File: src/rtl/tile_pkg.sv
// Shared constants for the tile renderer: glyph codes, shape decode, 4x4 patterns
// (2 bits per pixel, pixel 0 in the LSBs, row-major) and palette reset contents.
package tile_pkg;

  // Stages beyond the memory read: S0 address register, S1 glyph lookup, S2 palette
  localparam int PIPE_FIXED_LAT = 3;

  localparam logic [15:0] G_SOLID_B     = 16'd1;
  localparam logic [15:0] G_SOLID_Y     = 16'd2;
  localparam logic [15:0] G_HPATH_B     = 16'd3;
  localparam logic [15:0] G_RU_B        = 16'd9;
  localparam logic [15:0] G_BIKEH_B     = 16'd11;
  localparam logic [15:0] G_BIKEH_B_END = 16'd19;
  localparam logic [15:0] G_BIKEV_B     = 16'd21;
  localparam logic [15:0] G_BIKEV_B_END = 16'd29;
  localparam logic [15:0] G_HPATH_Y     = 16'd34;
  localparam logic [15:0] G_RU_Y        = 16'd40;
  localparam logic [15:0] G_BIKEH_Y     = 16'd41;
  localparam logic [15:0] G_BIKEH_Y_END = 16'd49;
  localparam logic [15:0] G_BIKEV_Y     = 16'd51;
  localparam logic [15:0] G_BIKEV_Y_END = 16'd59;

  typedef enum logic [3:0] {
    SH_NONE, SH_SOLID, SH_HPATH, SH_VPATH, SH_CORNER,
    SH_LD, SH_LU, SH_RD, SH_RU, SH_BIKEH, SH_BIKEV
  } shape_e;

  typedef struct packed {
    logic   family;
    shape_e shape;
  } glyphDec_t;

  // LU flips LD vertically, RD flips it horizontally, RU flips both
  localparam logic [31:0] PAT_SOLID  = 32'hFFFF_FFFF;
  localparam logic [31:0] PAT_HPATH  = 32'h55AA_AA55;
  localparam logic [31:0] PAT_VPATH  = 32'h6969_6969;
  localparam logic [31:0] PAT_CORNER = 32'h5569_6955;
  localparam logic [31:0] PAT_LD     = 32'h696A_6A55;
  localparam logic [31:0] PAT_LU     = 32'h556A_6A69;
  localparam logic [31:0] PAT_RD     = 32'h69A9_A955;
  localparam logic [31:0] PAT_RU     = 32'h55A9_A969;
  localparam logic [31:0] PAT_BIKEH  = 32'h55FF_FF55;
  localparam logic [31:0] PAT_BIKEV  = 32'h7D7D_7D7D;

  localparam logic [7:0][23:0] PAL_RST = {
    24'hFFFF00, 24'hFFF59C, 24'hE6C800, 24'h000000,
    24'h0000FF, 24'h9CDBE6, 24'h00A2E6, 24'h000000
  };

  function automatic glyphDec_t decodeGlyph(input logic [15:0] code);
    glyphDec_t d;
    d = '{family: 1'b0, shape: SH_NONE};
    if (code == G_SOLID_B)                                  d = '{family: 1'b0, shape: SH_SOLID};
    else if (code == G_SOLID_Y)                             d = '{family: 1'b1, shape: SH_SOLID};
    else if (code >= G_HPATH_B && code <= G_RU_B)           d = '{family: 1'b0, shape: shape_e'(4'(code - 16'd1))};
    else if (code >= G_BIKEH_B && code <= G_BIKEH_B_END)    d = '{family: 1'b0, shape: SH_BIKEH};
    else if (code >= G_BIKEV_B && code <= G_BIKEV_B_END)    d = '{family: 1'b0, shape: SH_BIKEV};
    else if (code >= G_HPATH_Y && code <= G_RU_Y)           d = '{family: 1'b1, shape: shape_e'(4'(code - 16'd32))};
    else if (code >= G_BIKEH_Y && code <= G_BIKEH_Y_END)    d = '{family: 1'b1, shape: SH_BIKEH};
    else if (code >= G_BIKEV_Y && code <= G_BIKEV_Y_END)    d = '{family: 1'b1, shape: SH_BIKEV};
    return d;
  endfunction

  function automatic logic [31:0] patternOf(input shape_e s);
    case (s)
      SH_SOLID:  return PAT_SOLID;
      SH_HPATH:  return PAT_HPATH;
      SH_VPATH:  return PAT_VPATH;
      SH_CORNER: return PAT_CORNER;
      SH_LD:     return PAT_LD;
      SH_LU:     return PAT_LU;
      SH_RD:     return PAT_RD;
      SH_RU:     return PAT_RU;
      SH_BIKEH:  return PAT_BIKEH;
      SH_BIKEV:  return PAT_BIKEV;
      default:   return 32'h0;
    endcase
  endfunction

endpackage

File: src/rtl/glyph_rom.sv
// Combinational glyph lookup: glyph code and 4x4 pixel offset to palette family and colour index.
module glyph_rom
  import tile_pkg::*;
(
  input  logic [15:0] code,
  input  logic [3:0]  px,
  output logic        family,
  output logic [1:0]  index
);

  glyphDec_t   dec;
  logic [31:0] pat;

  always_comb begin
    dec    = decodeGlyph(code);
    pat    = patternOf(dec.shape);
    family = dec.family;
    index  = pat[{px, 1'b0} +: 2];
  end

endmodule

File: src/rtl/tile_renderer.sv
// Pipelined tile renderer: frame-buffer glyph fetch, 4x4 pattern expansion,
// runtime palette and accent blinking, one pixel per clock.
module tile_renderer
  import tile_pkg::*;
#(
  parameter int TILE_BITS     = 2,
  parameter int TILES_PER_ROW = 160,
  parameter int FB_BASE       = 40000,
  parameter int ADDR_W        = 16,
  parameter int MEM_LATENCY   = 1,
  parameter int BLINK_SHIFT   = 4
) (
  input  logic              clk,
  input  logic              reset,
  input  logic              bright,
  input  logic [15:0]       hCount,
  input  logic [15:0]       vCount,
  output logic [ADDR_W-1:0] memAddress,
  input  logic [15:0]       memData,
  input  logic              pal_we,
  input  logic [2:0]        pal_addr,
  input  logic [23:0]       pal_data,
  input  logic              blink_en,
  output logic [7:0]        VGA_R,
  output logic [7:0]        VGA_G,
  output logic [7:0]        VGA_B
);

  // vldPipe[0] is S0, [1..MEM_LATENCY] ride alongside the memory read, [STAGES] is S1
  localparam int STAGES = MEM_LATENCY + PIPE_FIXED_LAT - 2;

  logic [STAGES:0]           vldPipe;
  logic [MEM_LATENCY:0][3:0] pxPipe;
  logic [ADDR_W-1:0]         addrNext;
  logic [3:0]                pxNext;
  logic                      origin, originQ;
  logic [7:0]                frameCnt;
  logic                      romFam, famS1;
  logic [1:0]                romIdx, idxBlk, idxS1;
  logic [7:0][23:0]          pal;

  assign addrNext = ADDR_W'(FB_BASE) + ADDR_W'(hCount >> TILE_BITS)
                  + ADDR_W'(vCount >> TILE_BITS) * ADDR_W'(TILES_PER_ROW);
  assign pxNext   = {vCount[TILE_BITS-1 -: 2], hCount[TILE_BITS-1 -: 2]};
  assign origin   = (hCount == 16'd0) && (vCount == 16'd0);

  always_ff @(posedge clk) begin
    if (reset) begin
      memAddress <= '0;
      vldPipe    <= '0;
    end else begin
      memAddress <= addrNext;
      vldPipe    <= {vldPipe[STAGES-1:0], bright};
    end
  end

  always_ff @(posedge clk)
    pxPipe <= {pxPipe[MEM_LATENCY-1:0], pxNext};

  // originQ resets high so an origin held across reset is not counted
  always_ff @(posedge clk) begin
    if (reset) begin
      originQ  <= 1'b1;
      frameCnt <= '0;
    end else begin
      originQ <= origin;
      if (origin && !originQ) frameCnt <= frameCnt + 8'd1;
    end
  end

  glyph_rom glyphRom (
    .code   (memData),
    .px     (pxPipe[MEM_LATENCY]),
    .family (romFam),
    .index  (romIdx)
  );

  always_comb begin
    idxBlk = romIdx;
    if (blink_en && frameCnt[BLINK_SHIFT] && romIdx == 2'd3) idxBlk = 2'd2;
  end

  always_ff @(posedge clk) begin
    famS1 <= romFam;
    idxS1 <= idxBlk;
  end

  // No write-to-read bypass: a same-edge S2 read sees the old entry
  always_ff @(posedge clk) begin
    if (reset)       pal <= PAL_RST;
    else if (pal_we) pal[pal_addr] <= pal_data;
  end

  always_ff @(posedge clk) begin
    if (reset) {VGA_R, VGA_G, VGA_B} <= '0;
    else       {VGA_R, VGA_G, VGA_B} <= vldPipe[STAGES] ? pal[{famS1, idxS1}] : 24'h0;
  end

endmodule
File: config.mk
export PLATFORM = sky130hd
export DESIGN_NAME = tile_renderer
export DESIGN_NICKNAME = d
export VERILOG_FILES = /design/src/rtl/tile_pkg.sv /design/src/rtl/glyph_rom.sv /design/src/rtl/tile_renderer.sv
export SDC_FILE = /design/constraint.sdc
export NUM_CORES = 1
export LEC_CHECK = 0
export ABC_AREA = 1
export CAP_MARGIN = 30
export CORE_UTILIZATION = 30
export CTS_CLUSTER_SIZE = 30
export DETAILED_ROUTE_END_ITERATION = 6
export PLACE_DENSITY = 0.52
export SLEW_MARGIN = 30
export SYNTH_ARGS = -nofsm -noshare
export SYNTH_HDL_FRONTEND = slang
export SYNTH_HIERARCHICAL = 1
export SYNTH_SLANG_ARGS = --single-unit
export TNS_END_PERCENT = 5
File: constraint.sdc
create_clock -name clk -period 2.99 [get_ports clk]
set_input_delay 0.299 -clock clk [delete_from_list [all_inputs] [get_ports clk]]
set_output_delay 0.299 -clock clk [all_outputs]
set_load 0.01 [all_outputs]
==> impl_metrics.env <==
export IMPL_finalSetupTns_ns=0
export IMPL_wire_per_inst_um=15.2
export IMPL_drive_above_1_share_pct=10.1
export IMPL_via_count=11400
export IMPL_drt_iter0_drc=769
export IMPL_start_util_pct=30.6
export IMPL_netlist_instances=1740
export IMPL_cts_buffers=30
export IMPL_final_cell_mix="339 x nor2_1, 267 x nand2_1, 258 x o21ai_0"
export IMPL_status="finished clean"
export IMPL_relSlewSlack_pct=50.7
export IMPL_die_area_sq_mm=0.0415
export IMPL_dp_cells=2341
export IMPL_nets=1974
export IMPL_clk_pin_slew_ns=0.05
export IMPL_fin_hold_ws_ns=0.224
export IMPL_ys_types=39
export IMPL_pwr_density_cell_mw_per_mm2=573
export IMPL_cp_arrival_ns=3.21
export IMPL_syn_area_per_cell_sq_um=7.01
export IMPL_setup_viol=0
export IMPL_drv_slew=0
export IMPL_vias_per_cell=4.78
export IMPL_post_route_util_pct=37.8
export IMPL_clock_latency_ns=0.57
export IMPL_firstDrtPassIters=5
export IMPL_cpLargestDelayFamily="adder cells"
export IMPL_drt_total_wl_um=36500
export IMPL_syn_nets=1866
export IMPL_drc=0
export IMPL_grt_pass1_vias=10600
export IMPL_syn_area_sq_mm=0.0122
export IMPL_tritoncts="done"
export IMPL_root_buffer="clkbuf_16"
export IMPL_port_buffers=119
export IMPL_finalCriticalPeriod_ns=2.71
export IMPL_final_antenna_net_count=0
export IMPL_ir_worst_vdd_mv=0.482
export IMPL_rr_worst_depth=6
export IMPL_ios=120
export IMPL_num_antenna_cells=0
export IMPL_cp_end_kind="flop"
export IMPL_regArea_sq_mm=0.00505
export IMPL_fin_skew_ns=0.0188
export IMPL_gp_congestion=0.830
export IMPL_antenna_found_initial=0
export IMPL_rsz0062_at_grt="false"
export IMPL_drv_cap=0
export IMPL_multiInputGateArea_sq_mm=0.00604
export IMPL_die_h_um=204
export IMPL_worstHoldPathCells=1
export IMPL_max_stage_delay_ns=0.51
export IMPL_dpl_cell_area_sq_mm=0.0141
export IMPL_path_max_fanout=3
export IMPL_synth_ff_latch_count=252
export IMPL_path_cells="clkdlybuf4s50_1, ha_1, ha_1, fa_1, xnor2_1, ha_1, inv_1, ha_1, a21oi_1, nand2_1, a21oi_1, o21ai_0, a21oi_1"
export IMPL_mostFrequentLayoutCell="nor2_1"
export IMPL_nFillCells=4119
export IMPL_die_x_um=204
export IMPL_path_class="in2reg"
export IMPL_grt_pass1_wl_um=58000
export IMPL_tightest_slew_ns=0.739
export IMPL_start_kind="primary input"
export IMPL_p_leak_nw=6.62
export IMPL_design_core_area_sq_mm=0.0399
export IMPL_finalInstanceArea_sq_mm=0.0151
export IMPL_cp_buffers_inverters=2
export IMPL_h_tree_depth=1
export IMPL_grt_max_degree=98
export IMPL_area_growth_pct=23.6
export IMPL_layoutNonFillerInstCount=2395
export IMPL_hold_viol=0
export IMPL_min_path_type="in2reg"
export IMPL_grt_ovfl_total=0
export IMPL_num_rows=73
export IMPL_yosys_warnings=6
export IMPL_min_period_over_period_pct=90.7
export IMPL_critPathSlowestCell="clkdlybuf4s50_1"
export IMPL_cts_hold_buf=0
export IMPL_fmax_ghz=0.369
export IMPL_crit_top_cell="ha_1"
export IMPL_ys_seq_area_share_pct=41.3
export IMPL_grt_use_total_pct=17.5
export IMPL_crit_required_ns=3.49
export IMPL_dpl_hpwl_um=22500
export IMPL_cp_num_cells=13
export IMPL_cts_sinks=252
export IMPL_cts_max_path_buffers=3
-- registers in the layout, indices dropped and copies added (netlist names) --
name / flops
pxPipe: 8
memAddress: 16
originQ: 1
pal: 192
frameCnt: 5
famS1: 1
idxS1: 2
VGA_G: 8
VGA_R: 8
VGA_B: 8
vldPipe: 3
-- metal layers --
layer	part of all wire (%)	vias up	routed length, um	track usage, %
met5	0	-	0	0
met4	2.3	0	840	4.73
met3	5.1	56	1860	2.40
met2	44	283	16200	28.1
met1	48	5287	17600	24.4
li1	-	5820	-	-
-- layout make-up --
| class | count | share of cell area [%] |
|---|---|---|
| tap | 525 | 4.35 |
| inverter | 141 | 3.56 |
| timing repair buffer | 199 | 12.1 |
| multi-input combinational | 1224 | 40.0 |
| clock buffer | 44 | 5.66 |
| sequential | 252 | 33.5 |
| clock inverter | 10 | 0.804 |
-- per-stage QoR --
step	setup WS [ns]	power, W
global placement	-0.346	0.00508
floorplan	0.286	0.00454
CTS	0.261	0.00874
global route	0.00879	0.00909
detailed placement	-0.367	0.00508
finish	0.278	0.00864
-- where the power goes --
group | internal (W) | total [W] | switching, W
clock | 0.00215 | 0.00362 | 0.00147
combinational | 0.000618 | 0.00145 | 0.000832
sequential | 0.00351 | 0.00357 | 0.0000622
-- cell usage after synthesis, drive strengths merged --
cell type  count  share of area (%)
a21o           2               0.12
a21oi        110                4.7
a31oi          2               0.15
buf           62                3.1
clkbuf        61                1.9
clkinv         1              0.072
dfxtp        252                 41
fa             2               0.33
ha            44                4.5
inv          140                4.3
nand2        277                8.9
nand3         98                4.2
nand3b         3               0.22
nand4          7               0.48
nor2         356                 12
o211ai        16               0.98
o21ai        296                 12
o21bai         2               0.12
or2            1              0.051
xnor2          6               0.43
xor2           2               0.14
-- path summary, 6_finish.rpt --
kind                                start             end  slack, ns
worst min-delay path            hCount[0]       pxPipe[0]       0.22
worst max register to register   idxS1[0]        VGA_R[4]       1.43
worst max-delay path            vCount[5]  memAddress[11]       0.28
worst min register to register  pxPipe[0]       pxPipe[4]       0.33
-- cell families (layout without fill, tap and decap cells) --
| kind of cell | after synthesis | in the layout | synth area share [%] |
|---|---|---|---|
| buffers and inverters | 264 | 394 | 9.34 |
| DFF | 252 | 252 | 41.3 |
| AOI/OAI and AO/OA | 428 | 428 | 18.2 |
| adders and majority gates | 46 | 46 | 4.84 |
| xor gates and xnor gates | 8 | 8 | 0.574 |
| and+or+nand+nor | 742 | 742 | 25.7 |
-- timing repair --
| action | 4_1_cts | 5_1_grt |
|---|---|---|
| resized for setup | 0 | 3 |
| setup endpoints to repair | 0 | 2 |
| buffers inserted | 0 | 0 |
No activity file was read; power rests on OpenSTA's default activity.
